$ cat config.mk
export PLATFORM = sky130hd
export DESIGN_NAME = audio_dac_serializer
export DESIGN_NICKNAME = d
export VERILOG_FILES = /design/src/rtl/audio_pkg.sv /design/src/rtl/audio_bclk_gen.sv /design/src/rtl/audio_dac_serializer.sv
export SDC_FILE = /design/constraint.sdc
export NUM_CORES = 1
export LEC_CHECK = 0
export ABC_AREA = 1
export CORE_MARGIN = 1
export CORE_UTILIZATION = 28
export DETAILED_ROUTE_END_ITERATION = 8
export PLACE_DENSITY_LB_ADDON = 0.1
export SYNTH_ARGS = -nofsm -noshare
export SYNTH_HDL_FRONTEND = slang
export SYNTH_SLANG_ARGS = --single-unit
$ cat constraint.sdc
create_clock -name clk -period 2.59 [get_ports clk]
set_input_delay 0.518 -clock clk [delete_from_list [all_inputs] [get_ports clk]]
set_output_delay 0.518 -clock clk [all_outputs]
set_load 0.01 [all_outputs]
$ cat src/rtl/audio_pkg.sv
// audio_pkg: shared definitions for the codec DAC serializer.
//   DEF_DATA_W    - default sample width per channel
//   DEF_SLOT_W    - default BCLK periods per channel slot (>= DATA_W+1)
//   DEF_BCLK_HALF - default clk cycles per BCLK half-period (>= 2)
//   slot_t        - which channel slot the LR clock is signalling
//   stereo_t      - one stereo sample pair at the default width
package audio_pkg;

  localparam int DEF_DATA_W    = 16;
  localparam int DEF_SLOT_W    = 32;
  localparam int DEF_BCLK_HALF = 4;

  typedef enum logic {
    SLOT_LEFT  = 1'b0,
    SLOT_RIGHT = 1'b1
  } slot_t;

  typedef struct packed {
    logic [DEF_DATA_W-1:0] left;
    logic [DEF_DATA_W-1:0] right;
  } stereo_t;

endpackage

$ cat src/rtl/audio_bclk_gen.sv
// audio_bclk_gen: divides clk down to the codec bit clock.
//   clk    in   system clock
//   reset  in   synchronous, active-high
//   enable in   low holds the divider and BCLK at their reset values
//   bclk   out  registered bit clock, low after reset/enable
//   fall   out  high in the cycle whose clock edge drives BCLK high->low
module audio_bclk_gen
  import audio_pkg::*;
#(
  parameter int BCLK_HALF = DEF_BCLK_HALF
) (
  input  logic clk,
  input  logic reset,
  input  logic enable,
  output logic bclk,
  output logic fall
);

  localparam int DIV_W = (BCLK_HALF > 2) ? $clog2(BCLK_HALF) : 1;
  localparam logic [DIV_W-1:0] DIV_LAST = DIV_W'(BCLK_HALF - 1);

  logic [DIV_W-1:0] div;
  logic             wrap;

  assign wrap = (div == DIV_LAST);
  // Strobe is combinational so the top can act on the same edge BCLK falls.
  assign fall = enable && bclk && wrap;

  always_ff @(posedge clk) begin
    if (reset || !enable) begin
      div  <= '0;
      bclk <= 1'b0;
    end else if (wrap) begin
      div  <= '0;
      bclk <= ~bclk;
    end else begin
      div  <= div + 1'b1;
    end
  end

endmodule

$ cat src/rtl/audio_dac_serializer.sv
// audio_dac_serializer: I2S transmit master for the codec DAC port.
//   clk, reset            system clock, synchronous active-high reset
//   enable                run the serial port; low parks pins at 0
//   sample_left/right     stereo pair, two's complement
//   sample_valid/ready    handshake into a one-entry holding buffer
//   underrun              one-cycle pulse when a frame starts with no data
//   AUD_BCLK              bit clock
//   AUD_DACLRCK           0 = left slot, 1 = right slot
//   AUD_DACDAT            serial data, MSB first, one BCLK after LRCK edge
module audio_dac_serializer
  import audio_pkg::*;
#(
  parameter int DATA_W    = DEF_DATA_W,
  parameter int SLOT_W    = DEF_SLOT_W,
  parameter int BCLK_HALF = DEF_BCLK_HALF
) (
  input  logic              clk,
  input  logic              reset,
  input  logic              enable,
  input  logic [DATA_W-1:0] sample_left,
  input  logic [DATA_W-1:0] sample_right,
  input  logic              sample_valid,
  output logic              sample_ready,
  output logic              underrun,
  output logic              AUD_BCLK,
  output logic              AUD_DACLRCK,
  output logic              AUD_DACDAT
);

  localparam int BIT_W = $clog2(2 * SLOT_W);
  localparam logic [BIT_W-1:0] B_LAST    = BIT_W'(2 * SLOT_W - 1);
  localparam logic [BIT_W-1:0] B_ONE     = BIT_W'(1);
  localparam logic [BIT_W-1:0] B_LEND    = BIT_W'(DATA_W);
  localparam logic [BIT_W-1:0] B_RSTART  = BIT_W'(SLOT_W);
  localparam logic [BIT_W-1:0] B_RFIRST  = BIT_W'(SLOT_W + 1);
  localparam logic [BIT_W-1:0] B_REND    = BIT_W'(SLOT_W + DATA_W);

  logic                  fall;
  logic                  running;
  logic [BIT_W-1:0]      bit_idx;
  logic [BIT_W-1:0]      b_next;
  logic                  load;
  logic                  in_data;
  logic                  accept;
  logic                  hold_full;
  logic [2*DATA_W-1:0]   hold;
  logic [2*DATA_W-1:0]   shreg;
  slot_t                 lrck;
  logic                  dat;

  audio_bclk_gen #(
    .BCLK_HALF(BCLK_HALF)
  ) u_bclk (
    .clk   (clk),
    .reset (reset),
    .enable(enable),
    .bclk  (AUD_BCLK),
    .fall  (fall)
  );

  // The first fall strobe after reset/enable starts the frame at b=0
  // rather than advancing the idle index.
  always_comb begin
    b_next = '0;
    if (running && (bit_idx != B_LAST)) b_next = bit_idx + 1'b1;
  end

  assign load    = fall && (b_next == '0);
  assign in_data = ((b_next >= B_ONE)    && (b_next <= B_LEND)) ||
                   ((b_next >= B_RFIRST) && (b_next <= B_REND));
  assign accept  = sample_valid && !hold_full;

  assign sample_ready = !hold_full;
  assign AUD_DACLRCK  = lrck;
  assign AUD_DACDAT   = dat;

  always_ff @(posedge clk) begin
    if (reset) begin
      hold_full <= 1'b0;
      hold      <= '0;
      shreg     <= '0;
      running   <= 1'b0;
      bit_idx   <= '0;
      lrck      <= SLOT_LEFT;
      dat       <= 1'b0;
      underrun  <= 1'b0;
    end else begin
      underrun <= 1'b0;

      // Load drains the buffer; an accept in the same cycle is only possible
      // when it was already empty, so the new pair waits for the next frame.
      if (load && hold_full) begin
        hold_full <= 1'b0;
      end else if (accept) begin
        hold_full <= 1'b1;
        hold      <= {sample_left, sample_right};
      end

      if (!enable) begin
        running <= 1'b0;
        bit_idx <= '0;
        lrck    <= SLOT_LEFT;
        dat     <= 1'b0;
        shreg   <= '0;
      end else if (fall) begin
        running <= 1'b1;
        bit_idx <= b_next;
        lrck    <= (b_next >= B_RSTART) ? SLOT_RIGHT : SLOT_LEFT;
        if (load) begin
          shreg    <= hold_full ? hold : '0;
          underrun <= !hold_full;
          dat      <= 1'b0;
        end else if (in_data) begin
          // Left then right MSBs come off the top in order.
          dat   <= shreg[2*DATA_W-1];
          shreg <= {shreg[2*DATA_W-2:0], 1'b0};
        end else begin
          dat <= 1'b0;
        end
      end
    end
  end

endmodule

==> impl_metrics.toml, run 1 <==
[run_status]
status = "complete, no violations"

[logic_synthesis]
ys_top_cells_by_count = "nand2_1 (205), dfxtp_1 (78), inv_1 (77)"
yosys_most_used_dff = "dfxtp_1"
synth_top_area_share_pct = 40.3
synth-edff-count = 0
ys_types = 25
synth_top_area_cell = "dfxtp_1"
synthCells = 601
yosysMostFrequentCell = "nand2_1"
netlist_area_um2 = 3880
yosysWarnings = 0
synthTopCellsByArea = "dfxtp_1 (40%), nand2_1 (20%), inv_1 (7.5%), nor2_1 (6.8%), o21bai_1 (6.0%)"
ys_ff_latch = 78
syn_nets = 639
syn_area_per_cell_um2 = 6.45
yosysSeqAreaShare_pct = 40.3
synthArstFlopShare_pct = 0

[worst_setup_path]
r2r_end = "shreg[24]"
r2r_slack_ns = 0.39
cpPeakStageDelay_ns = 0.56
endpoint_kind = "register"
ff2ff_path_depth = 11
rr_startpoint = "bit_idx[0]"
worstPathCellList = "ha_1 > nand3_2 > nor2_2 > nor2_4 > o21ai_2 > nand3_1 > nand2_1 > a21oi_4 > buf_4 > nor2_1 > nor2_1"
cp_data_arrival_time_ns = 2.47
cp.required_ns = 2.86
crit_fanout = 22
cp_num_buf_inv = 1
cp_common_cell = "nor2_1"
crit_family = "compound AO/OA/AOI/OAI gates"
critPathLaunchType = "register"
path_class = "register to register"
critPathSlowestCell = "a21oi_4"

[clock_network]
clockRootBuffer = "clkbuf_16"
cts_inserted_buffers = 9
cts_sinks = 78
worstSkewPairLatency_ns = 0.33
tritoncts = "built"
path_clk_slew_ns = 0.06
clk_path_buf_depth = 2
ctsHoldBuffers = 0
htreeDepth = 3

[route]
drt-initial-drc-count = 106
drt_wl_total_mm = 9.47
wl_met3_um = 256
vias_per_cell = 4.39
wl_met1_mm = 4.79
wl_per_cell_um = 11.6
dr_wl_met2_mm = 4.25
first_pass_iters = 4
ant_nets = 0
route.detailed.drc = 0
vias = 3580
topRoutingLayerUsed = "met4"

[grt]
grt_pass1_wl_mm = 16.5
grt_start_max_net_pins = 36
grt_usage_pct = 14.3
antenna_found_initial = 0
grt_remaining_overflow = 0
first_global_vias = 3443

[job]
max_cap_viol_count = 0

[floorplanning]
ios = 41
core_um2 = 13300
die_area_um2 = 14300
die_h_um = 120
rows = 42
die_w_um = 120
start_util_pct = 29.0

[timing]
hold_viol_final = 0
rsz0062_at_grt = "false"
relSlewSlack_pct = 55.5
min_period_ns = 2.20
fin_setup_tns_ns = 0
final_max_slew_viol_count = 0
max_freq_ghz = 0.455
min_period_over_period_pct = 84.9
worst_slew_pin_slew_ns = 0.665
skew_ns = 0.00592
finalSetupViolCount = 0

[place]
port_buffers = 40
dp_hpwl_mm = 6.18
gp_congestion = 0.775

[layout]
area_growth_pct = 22.6
drive_gt1_share_pct = 7.03
nets = 675
antenna_cells = 0

[power]
ir_drop_v = 0.000278
fin_total_pwr_mw = 2.55
power_density_nw_per_um2 = 536
p_leak_nw = 2.36

[min_path]
hold_path_class = "register to register"
hold_depth = 1
hp-start = "u_bclk.div[0]"
min_to = "u_bclk.div[0]"
[power by group]
part	switching [mW]	leakage, nW	total [mW]	internal (mW)
logic	0.0878	1.60	0.168	0.0805
clock network	0.474	0.128	1.14	0.662
registers	0.0148	0.634	1.25	1.23
total	0.577	2.36	2.55	1.97
[timing repair]
item / 4_1_cts / 5_1_grt
buffers inserted: 0 / 0
resized for setup: 0 / 1
setup endpoints to repair: 0 / 10
[per-stage QoR]
stage / utilization, % / hold WS, ns / cell area, um2 / setup slack [ns] / cells
after floorplan: - / 0.404 / 3880 / 0.870 / 601
after global routing: 35.6 / 0.436 / 4750 / 0.178 / 816
after global placement: 33.6 / 0.412 / 4490 / -0.0233 / 802
final: 35.6 / 0.424 / 4750 / 0.391 / 816
after detailed placement: 33.6 / 0.420 / 4490 / -0.0893 / 802
after CTS: 35.6 / 0.428 / 4750 / 0.0273 / 816
[registers in the layout (all words and copies together), names as in the netlist]
| name | flops |
|---|---|
| shreg | 32 |
| u_bclk.div | 2 |
| u_bclk.bclk | 1 |
| hold | 32 |
| underrun | 1 |
| AUD_DACLRCK | 1 |
| hold_full | 1 |
| running | 1 |
| AUD_DACDAT | 1 |
| bit_idx | 6 |
[layout by cell type (no fill, tap or decap)]
| cell type | count |
|---|---|
| a211oi_1 | 2 |
| a21oi_1 | 41 |
| a21oi_4 | 1 |
| buf_4 | 20 |
| clkbuf_1 | 2 |
| clkbuf_16 | 9 |
| clkbuf_8 | 1 |
| clkdlybuf4s50_1 | 40 |
| clkinv_2 | 2 |
| dfxtp_1 | 78 |
| ha_1 | 2 |
| inv_1 | 77 |
| nand2_1 | 205 |
| nand2_2 | 2 |
| nand3_1 | 38 |
| nand3_2 | 2 |
| nand3_4 | 1 |
| nand4_1 | 1 |
| nor2_1 | 69 |
| nor2_2 | 3 |
| nor2_4 | 2 |
| nor3_1 | 3 |
| nor3b_1 | 1 |
| o21ai_0 | 4 |
| o21ai_1 | 1 |
| o21ai_2 | 2 |
| o21bai_1 | 31 |
[final cells by class]
class                           instances  area (um2)
Inverter                               77         289
Multi-Input combinational cell        411        1880
Timing Repair Buffer                   60         551
Fill cell                            1516        8590
Sequential cell                        78        1560
Tap cell                              176         220
Clock inverter                          2        10.0
Clock buffer                           12         246
[logic make-up (layout without fill, tap and decap cells)]
kind of cell    Yosys count  after routing  synth area share, %
compound gates           82             82                 13.0
fa+ha+maj                 2              2                0.645
buf+inv                 112            151                 11.6
flops                    78             78                 40.3
simple gates            327            327                 34.5
[worst max path at each step]
stage	startpoint	to	slack, ns	depth (start not counted)
finish	bit_idx[0]	shreg[24]	0.39	11
global route	bit_idx[0]	shreg[29]	0.18	13
CTS	bit_idx[0]	shreg[24]	0.03	11
detailed placement	enable	shreg[24]	-0.09	9
global placement	enable	shreg[31]	-0.02	9
floorplan	bit_idx[0]	shreg[20]	0.87	11
[metal layers]
layer / GRT usage (%) / vias up
li1: - / 1907
met4: 5.86 / 0
met2: 23.5 / 41
met1: 18.5 / 1621
met5: 0 / -
met3: 2.52 / 11
Power figures use the tool's default switching activity.
==> run 2: changes to the inputs <==
==> constraint.sdc (replaced) <==
create_clock -name clk -period 2.03 [get_ports clk]
set_input_delay 0.406 -clock clk [delete_from_list [all_inputs] [get_ports clk]]
set_output_delay 0.406 -clock clk [all_outputs]
set_load 0.01 [all_outputs]
==> run 2 against run 1 <==
  * Sequential share of layout area fell by 1.1 points
  * Combinational power rose by 35%
  * Cell count rose by 0.74%
  * First-iteration DRC count rose by 40%
  * Sequential cell count did not move
  * Worst setup slack got worse by 0.27 ns
  * Worst hold slack improved by 0.0054 ns
  * Register-to-register slack got worse by 0.27 ns
  * Clock skew fell by 0.0011 ns
  * Core utilization rose by 1.3 points
  * Wire length rose by 3.5%
  * Final area rose by 3.6%
==> impl_metrics.toml, run 2 (synthesis gave the netlist of run 1 again) <==
[run_status]
status = "complete, no violations"

[floorplanning]
ios = 41
core_um2 = 13300
rows = 42
die_area_um2 = 14300
die_w_um = 120
start_util_pct = 29.0
die_h_um = 120

[worst_setup_path]
cp.required_ns = 2.26
cp_num_buf_inv = 2
cpPeakStageDelay_ns = 0.36
worstPathCellList = "ha_2 > nand3_2 > nor2_2 > nor2_4 > o21ai_2 > nand3_4 > nor2_4 > buf_12 > a21oi_4 > buf_12 > nor2_1 > nor2_1"
critPathSlowestCell = "dfxtp_2"
cp_data_arrival_time_ns = 2.14
crit_fanout = 18
crit_family = "simple AND/OR/NAND/NOR gates"
path_class = "register to register"
critPathLaunchType = "register"
endpoint_kind = "register"

[layout]
nets = 680
final_common_cell = "nand2_1"
reg_top3 = "hold: 32 flops, shreg: 32 flops, bit_idx: 6 flops"
layout_common_cells = "nand2_1 (205), dfxtp_1 (77), inv_1 (77)"
final-instance-count-excl-fill = 822
finish.utilization_pct = 36.9
drive_gt1_share_pct = 8.20
antenna_cells = 0
area_growth_pct = 26.9
stdcell_area_um2 = 4920

[timing]
fin_setup_tns_ns = 0
relSlewSlack_pct = 73.9
final_max_slew_viol_count = 0
worst_slew_pin_slew_ns = 0.391
finalSetupViolCount = 0
skew_ns = 0.00482
max_freq_ghz = 0.523
min_period_over_period_pct = 94.1
min_period_ns = 1.91
hold_viol_final = 0

[power]
fin_total_pwr_mw = 3.31
power_density_nw_per_um2 = 672
p_leak_nw = 2.43
ir_drop_v = 0.000270

[grt]
first_global_vias = 3454
grt_usage_pct = 14.5
grt_remaining_overflow = 0
grt_start_max_net_pins = 36
grt_pass1_wl_mm = 16.6
antenna_found_initial = 0

[clock_network]
tritoncts = "built"
htreeDepth = 3
clk_path_buf_depth = 2
cts_sinks = 78
path_clk_slew_ns = 0.06
cts_inserted_buffers = 9
worstSkewPairLatency_ns = 0.33
clockRootBuffer = "clkbuf_16"

[route]
vias_per_cell = 4.36
first_pass_iters = 4
drt-initial-drc-count = 148
wl_per_cell_um = 11.9
route.detailed.drc = 0
drt_wl_total_mm = 9.79
ant_nets = 0
vias = 3585

[place]
gp_congestion = 0.707
dp_cells = 804
placed_area_um2 = 4580
port_buffers = 40
dp_hpwl_mm = 6.38

[min_path]
hold_path_class = "register to register"

[job]
max_cap_viol_count = 0
run 2: cell types whose count changed in the layout (fill, tap and decap cells not counted):
| cell | change |
|---|---|
| clkinv_2 | -1 |
| nand3_2 | +1 |
| clkbuf_1 | +1 |
| dfxtp_1 | -1 |
| clkbuf_16 | +1 |
| nand3_1 | -1 |
| buf_12 | +7 |
| ha_2 | +1 |
| buf_2 | +1 |
| dfxtp_2 | +1 |
| buf_4 | -6 |
| buf_6 | +2 |
| ha_1 | -1 |
| clkbuf_8 | +1 |
run 2: what timing repair did:
action	in CTS	in global routing
setup endpoints to repair	0	28
gates resized for setup	0	6
hold buffers	0	0
setup buffers	0	1
run 2: report_power, final:
group	switching (mW)	total [mW]	internal, mW
Clock	0.606	1.49	0.888
Sequential	0.0190	1.59	1.57
Combinational	0.115	0.227	0.112
run 2: per-layer routing:
metal,global-route usage (%),vias up,routed length (um)
met3,2.00,10,225
li1,-,1922,-
met2,23.0,40,4420
met1,19.3,1613,4980
met4,6.80,0,169
met5,0,-,0
run 2: path summary, 6_finish.rpt:
path            startpoint             to  slack (ns)  cells after the start
max reg2reg     bit_idx[1]      shreg[10]        0.12                     12
max             bit_idx[1]      shreg[10]        0.12                     12
min reg2reg  u_bclk.div[0]  u_bclk.div[0]        0.43                      1
min          u_bclk.div[0]  u_bclk.div[0]        0.43                      1
run 2: area by class of cell:
type | count | area (um2)
inverters | 77 | 289
clock buffers | 14 | 264
clock inverters | 1 | 5.00
repair buffers | 65 | 698
flip-flops and latches | 78 | 1560
fillers | 1535 | 8430
multi-input cells | 411 | 1880
well taps | 176 | 220
run 2: metrics by stage:
step                hold slack, ns  setup slack [ns]
floorplan                    0.404             0.310
global placement             0.412            0.0811
detailed placement           0.419            0.0583
CTS                          0.433             0.103
global route                 0.459          -0.00458
finish                       0.430             0.119
run 2: worst register-to-register path, stage by stage (launching register included):
cell,delay (ns)
dfxtp_2,0.36
ha_2,0.21
nand3_2,0.09
nor2_2,0.14
nor2_4,0.07
o21ai_2,0.09
nand3_4,0.16
nor2_4,0.16
buf_12,0.14
a21oi_4,0.05
buf_12,0.16
nor2_1,0.12
nor2_1,0.05
